## config.mk

```make
export PLATFORM = sky130hd
export DESIGN_NAME = pl_rr_arbiter_flat
export DESIGN_NICKNAME = d
export VERILOG_FILES = /design/src/rtl/pl_rr_arbiter_pkg.sv /design/src/rtl/pl_rr_arbiter_if.sv /design/src/rtl/pl_rr_arbiter_rr_pick.sv /design/src/rtl/pl_rr_arbiter.sv /design/src/flat_wrapper.sv
export SDC_FILE = /design/constraint.sdc
export NUM_CORES = 1
export LEC_CHECK = 0
export ABC_CLOCK_PERIOD_IN_PS = 4110
export CORE_ASPECT_RATIO = 1.4
export CORE_UTILIZATION = 32
export CTS_CLUSTER_SIZE = 10
export DETAILED_ROUTE_END_ITERATION = 8
export PLACE_DENSITY = 0.83
export RECOVER_POWER = 50
export SKIP_LAST_GASP = 1
export SLEW_MARGIN = 20
export SYNTH_ARGS = -nofsm -noshare
export SYNTH_HDL_FRONTEND = slang
export SYNTH_SLANG_ARGS = --single-unit
```

## constraint.sdc

```tcl
create_clock -name clk -period 4.11 [get_ports clk]
set_input_delay 0.822 -clock clk [delete_from_list [all_inputs] [get_ports clk]]
set_output_delay 0.822 -clock clk [all_outputs]
set_load 0.05 [all_outputs]
```

## src/rtl/pl_rr_arbiter_pkg.sv

```systemverilog
// Shared types for the pipeline-stage handshake family.
// Stage states are common to the arbiter and downstream pipeline stages.
package pl_rr_arbiter_pkg;

  typedef enum logic [1:0] {
    PL_IDLE_ST  = 2'b00,
    PL_EMPTY_ST = 2'b01,
    PL_FULL_ST  = 2'b10
  } pl_state_typ;

endpackage

```

## src/rtl/pl_rr_arbiter_if.sv

```systemverilog
// avail/get handshake bundle between N_REQ producers, the arbiter and one consumer.
// The slave modport is the arbiter's view; master is the environment's view.
interface pl_rr_arbiter_if #(
  parameter int unsigned FXD_N = 32,
  parameter int unsigned N_REQ = 4
);
  localparam int unsigned ID_W = $clog2(N_REQ);

  logic [N_REQ-1:0]       req_avail;
  logic [N_REQ-1:0]       req_get;
  logic [N_REQ*FXD_N-1:0] req_data;
  logic                   post_avail;
  logic                   post_get;
  logic [FXD_N-1:0]       post_data;
  logic [ID_W-1:0]        post_id;

  modport slave (
    input  req_avail, req_data, post_get,
    output req_get, post_avail, post_data, post_id
  );

  modport master (
    output req_avail, req_data, post_get,
    input  req_get, post_avail, post_data, post_id
  );
endinterface

```

## src/rtl/pl_rr_arbiter_rr_pick.sv

```systemverilog
// Combinational round-robin picker: first set request at or after the pointer,
// wrapping modulo N_REQ.
module rr_pick #(
  parameter int unsigned N_REQ = 4,
  localparam int unsigned ID_W = $clog2(N_REQ)
) (
  input  logic [N_REQ-1:0] i_req,
  input  logic [ID_W-1:0]  i_ptr,
  output logic [N_REQ-1:0] o_grant,
  output logic [ID_W-1:0]  o_idx,
  output logic             o_any
);

  int unsigned w_k;

  always_comb begin
    o_grant = '0;
    o_idx   = '0;
    o_any   = 1'b0;
    w_k     = 0;
    for (int unsigned off = 0; off < N_REQ; off++) begin
      w_k = (int'(i_ptr) + off) % N_REQ;
      if (!o_any && i_req[w_k]) begin
        o_any        = 1'b1;
        o_grant[w_k] = 1'b1;
        o_idx        = ID_W'(w_k);
      end
    end
  end

endmodule

```

## src/rtl/pl_rr_arbiter.sv

```systemverilog
// Round-robin arbiter sharing one registered pipeline stage among N_REQ producers.
// Holds the stage FSM, the rotating priority pointer and the output word/index.
module pl_rr_arbiter
  import pl_rr_arbiter_pkg::*;
#(
  parameter int unsigned FXD_N = 32,
  parameter int unsigned N_REQ = 4
) (
  input  logic          clk,
  input  logic          rst,
  pl_rr_arbiter_if.slave bus
);

  localparam int unsigned ID_W = $clog2(N_REQ);

  pl_state_typ      r_state, w_state_next;
  logic [ID_W-1:0]  r_ptr, w_ptr_next;
  logic [FXD_N-1:0] r_data;
  logic [ID_W-1:0]  r_id;

  logic [N_REQ-1:0] w_grant;
  logic [ID_W-1:0]  w_idx;
  logic             w_any;
  logic             w_acc;
  logic             w_xfer;

  rr_pick #(
    .N_REQ (N_REQ)
  ) u_pick (
    .i_req   (bus.req_avail),
    .i_ptr   (r_ptr),
    .o_grant (w_grant),
    .o_idx   (w_idx),
    .o_any   (w_any)
  );

  // A full stage can take a new word only in the cycle its current word leaves.
  assign w_acc  = (r_state == PL_EMPTY_ST) || ((r_state == PL_FULL_ST) && bus.post_get);
  assign w_xfer = w_acc && w_any;
  assign w_ptr_next = (w_idx == ID_W'(N_REQ - 1)) ? '0 : w_idx + ID_W'(1);

  always_comb begin
    w_state_next = r_state;
    unique case (r_state)
      PL_IDLE_ST:  w_state_next = PL_EMPTY_ST;
      PL_EMPTY_ST: if (w_any) w_state_next = PL_FULL_ST;
      PL_FULL_ST:  if (bus.post_get && !w_any) w_state_next = PL_EMPTY_ST;
      default:     w_state_next = PL_IDLE_ST;
    endcase
  end

  always_ff @(posedge clk) begin
    if (rst) begin
      r_state <= PL_IDLE_ST;
      r_ptr   <= '0;
      r_data  <= '0;
      r_id    <= '0;
    end else begin
      r_state <= w_state_next;
      if (w_xfer) begin
        r_data <= bus.req_data[w_idx*FXD_N +: FXD_N];
        r_id   <= w_idx;
        r_ptr  <= w_ptr_next;
      end
    end
  end

  assign bus.req_get    = w_acc ? w_grant : '0;
  assign bus.post_avail = (r_state == PL_FULL_ST);
  assign bus.post_data  = r_data;
  assign bus.post_id    = r_id;

endmodule

```

## src/flat_wrapper.sv

```systemverilog
// flat-port wrapper written by rule: the top's interface ports become plain ports
module pl_rr_arbiter_flat import pl_rr_arbiter_pkg::*;
#(
  parameter int unsigned FXD_N = 32,
  parameter int unsigned N_REQ = 4
)
  (clk, rst, bus_req_avail, bus_req_data, bus_post_get, bus_req_get, bus_post_avail, bus_post_data, bus_post_id);
  pl_rr_arbiter_if #(.FXD_N(FXD_N), .N_REQ(N_REQ)) bus_i ();
  input  logic clk;
  input  logic rst;
  input wire logic [$bits(bus_i.req_avail)-1:0] bus_req_avail;
  input wire logic [$bits(bus_i.req_data)-1:0] bus_req_data;
  input wire logic [$bits(bus_i.post_get)-1:0] bus_post_get;
  output wire logic [$bits(bus_i.req_get)-1:0] bus_req_get;
  output wire logic [$bits(bus_i.post_avail)-1:0] bus_post_avail;
  output wire logic [$bits(bus_i.post_data)-1:0] bus_post_data;
  output wire logic [$bits(bus_i.post_id)-1:0] bus_post_id;
  assign bus_i.req_avail = bus_req_avail;
  assign bus_i.req_data = bus_req_data;
  assign bus_i.post_get = bus_post_get;
  assign bus_req_get = bus_i.req_get;
  assign bus_post_avail = bus_i.post_avail;
  assign bus_post_data = bus_i.post_data;
  assign bus_post_id = bus_i.post_id;
  pl_rr_arbiter #(.FXD_N(FXD_N), .N_REQ(N_REQ)) u_core (.clk(clk), .rst(rst), .bus(bus_i));
endmodule
```

==> out/metrics.cfg <==
[outcome]
status=finished, final reports clean

[logic_synthesis]
synth_most_common_cell=mux2i_1
ys_ff_latch=38
avgSynthCellArea_um2=9.56
synth_cells=280
synth_flop_cell=dfxtp_1
synth-edff-count=0
yosysTopAreaCellShare_pct=28.4
yosys_warnings=0
synth_area_leader_cell=dfxtp_1
async_flop_share_pct=0
synthTopCellsByArea=dfxtp_1 (28%), mux2i_1 (25%), o221ai_1 (10%), nand2_1 (5.3%), buf_12 (3.7%)
synth_top_cells_by_count=mux2i_1 (68), dfxtp_1 (38), nand2_1 (38), o221ai_1 (32), nor2_1 (19)
synth_area_um2=2680
yosysUniqueCellTypes=39
syn_nets=423
yosysSeqAreaShare_pct=28.4

[grt]
overflow=0
grt_pass1_wl_um=13000
antenna_found_initial=0
track_usage_pct=19.0
grt_pass1_vias=2887
grt_start_max_net_pins=33

[finish]
n_antenna_cell=0
stdcell_area_um2=4610
drive_above_1_share_pct=7.37
n_fill_cell=727
area_growth_pct=72.2
fin_nets=590
final_cells=550

[power]
peakVddDrop_v=0.000247
powerDensity_nw_per_um2=463
leakagePower_nw=1.85

[setup_path]
cp-endpoint=bus_req_get[2]
cp-startpoint=bus_req_avail[2]
critPathLaunchType=input port
path_class=input port to primary output
crit_path_end_kind=primary output
crit_arrival_ns=3.05
rrSetupSlack_ns=1.06
r2r-start=u_core.r_ptr[0]
r2r_cells=8
worstPathRequired_ns=3.29
rr_endpoint=u_core.bus.post_data[4]
crit_fanout=8

[timing]
fin_setup_tns_ns=0
fin_crit_ns=3.87
holdWs_ns=0.457
relSlewSlack_pct=20.0
finClkSkew_ns=0.00657
fmax_mhz=258
tightest_slew_ns=1.19
grt_setup_unrepaired=false
finalSetupViolCount=0
finalWorstSetupSlack_ns=0.235
min_period_over_period_pct=94.3
finalHoldViolCount=0
drv_slew=0

[die]
start_util_pct=32.8
die_area_um2=8740
ioPinCount=174
die_w_um=79.3
die_h_um=110
design.core.area_um2=8150
num_rows=39

[routing]
drt-vias-per-instance=5.25
first_pass_iters=4
drtIter0Drc=93
drtAntennaViolNets=0
drt_drc_violations_left=0
detail_route.wl_per_cell_um=15.2
vias=2890
drt_wl_total_um=8380

[hold_path]
holdPathStages=2
hold_class=register to register

[clock_network]
h-tree-depth=2
cts_hold_buf=0
cts_setup_buffers=0
clock_latency_ns=0.28
cts_buffers=5
cts_sinks=38
clkTransAtPathRegs_ns=0.05
cts-root-buf=clkbuf_16
cts_buffer_depth=2
cts_resized=0
cts_tree=built

[placement]
io_buffers=173
dp_slack_ns=0.309
hpwl_um=6480
placed_cell_area_um2=4470
dp_cells=542
gp_congestion=0.843

[run]
cap_viol_max_count=0

[report_power, final]
| group | total (W) | internal, W | switching, W |
|---|---|---|---|
| clock network | 0.000383 | 0.000240 | 0.000142 |
| logic | 0.00126 | 0.000552 | 0.000712 |
| registers | 0.000488 | 0.000448 | 0.0000397 |
| total | 0.00213 | 0.00124 | 0.000894 |
[cell families (layout without fill, tap and decap cells)]
family / count (synthesis) / in the layout / synth area share [%]
buffers and inverters: 29 / 197 / 8.37
AND/OR/NAND/NOR: 71 / 71 / 12.0
flip-flops: 38 / 38 / 28.4
multiplexers: 71 / 71 / 28.0
AO/OA/AOI/OAI: 63 / 63 / 19.5
adder cells (fa/ha/maj): 8 / 8 / 3.74
[sequential cells by signal (all words and copies together), names as in the netlist]
name / cells
u_core.bus.post_id: 2
u_core.r_ptr: 2
u_core.bus.post_data: 32
u_core.r_state: 2
[cells in the final DEF, fill, tap and decap left out, drive strengths merged]
cell,n
a211oi,1
a21o,1
a21oi,7
a221oi,5
a22oi,5
a31oi,1
a32oi,1
and2b,1
and3b,1
buf,14
clkbuf,8
clkdlybuf4s50,133
clkinv,1
dfxtp,38
dlygate4sd3,36
ha,8
inv,5
mux2i,68
mux4,3
nand2,38
nand3,1
nor2,19
nor2b,4
nor3,3
nor4,1
nor4b,2
o21ai,7
o21ba,1
o21bai,1
o221ai,33
or4,1
[worst min-delay path by stage]
stage	endpoint	start	slack (ns)
2_1_floorplan	u_core.r_state[0]	u_core.r_state[0]	0.53
3_3_place_gp	u_core.bus.post_data[6]	u_core.bus.post_data[6]	0.44
3_5_place_dp	u_core.bus.post_data[12]	u_core.bus.post_data[12]	0.45
4_1_cts	u_core.bus.post_data[12]	u_core.bus.post_data[12]	0.47
5_1_grt	u_core.bus.post_data[12]	u_core.bus.post_data[12]	0.47
6_report	u_core.bus.post_data[25]	u_core.bus.post_data[25]	0.46
[per-layer routing]
layer / vias up / global-route usage, % / routed length [µm]
met5: - / 0 / 0
li1: 1393 / - / -
met4: 0 / 5.97 / 83
met3: 6 / 5.43 / 622
met2: 124 / 38.0 / 4740
met1: 1367 / 18.5 / 2930
[final cells by class]
type	count	area [µm²]	area share [%]
inverters	5	18.8	0.407
multi-input cells	213	1690	36.7
clock inverters	1	5.00	0.109
repair buffers	184	1860	40.4
well taps	102	128	2.77
clock buffers	7	143	3.09
flip-flops and latches	38	761	16.5
[critical path, stage by stage]
cell	delay, ns
dlygate4sd3_1	0.65
clkbuf_1	0.21
nor4b_1	0.42
a32oi_1	0.12
o21ai_1	0.29
a221oi_1	0.16
nor2_1	0.21
buf_12	0.17
[stage by stage]
step,power (W),util (%)
after CTS,0.00218,56.7
after detailed placement,0.00179,54.9
after global routing,0.00225,56.6
final,0.00213,56.6
after global placement,0.00177,54.9
after floorplan,0.00145,-
Note: power is estimated with default switching activity, not from simulation.
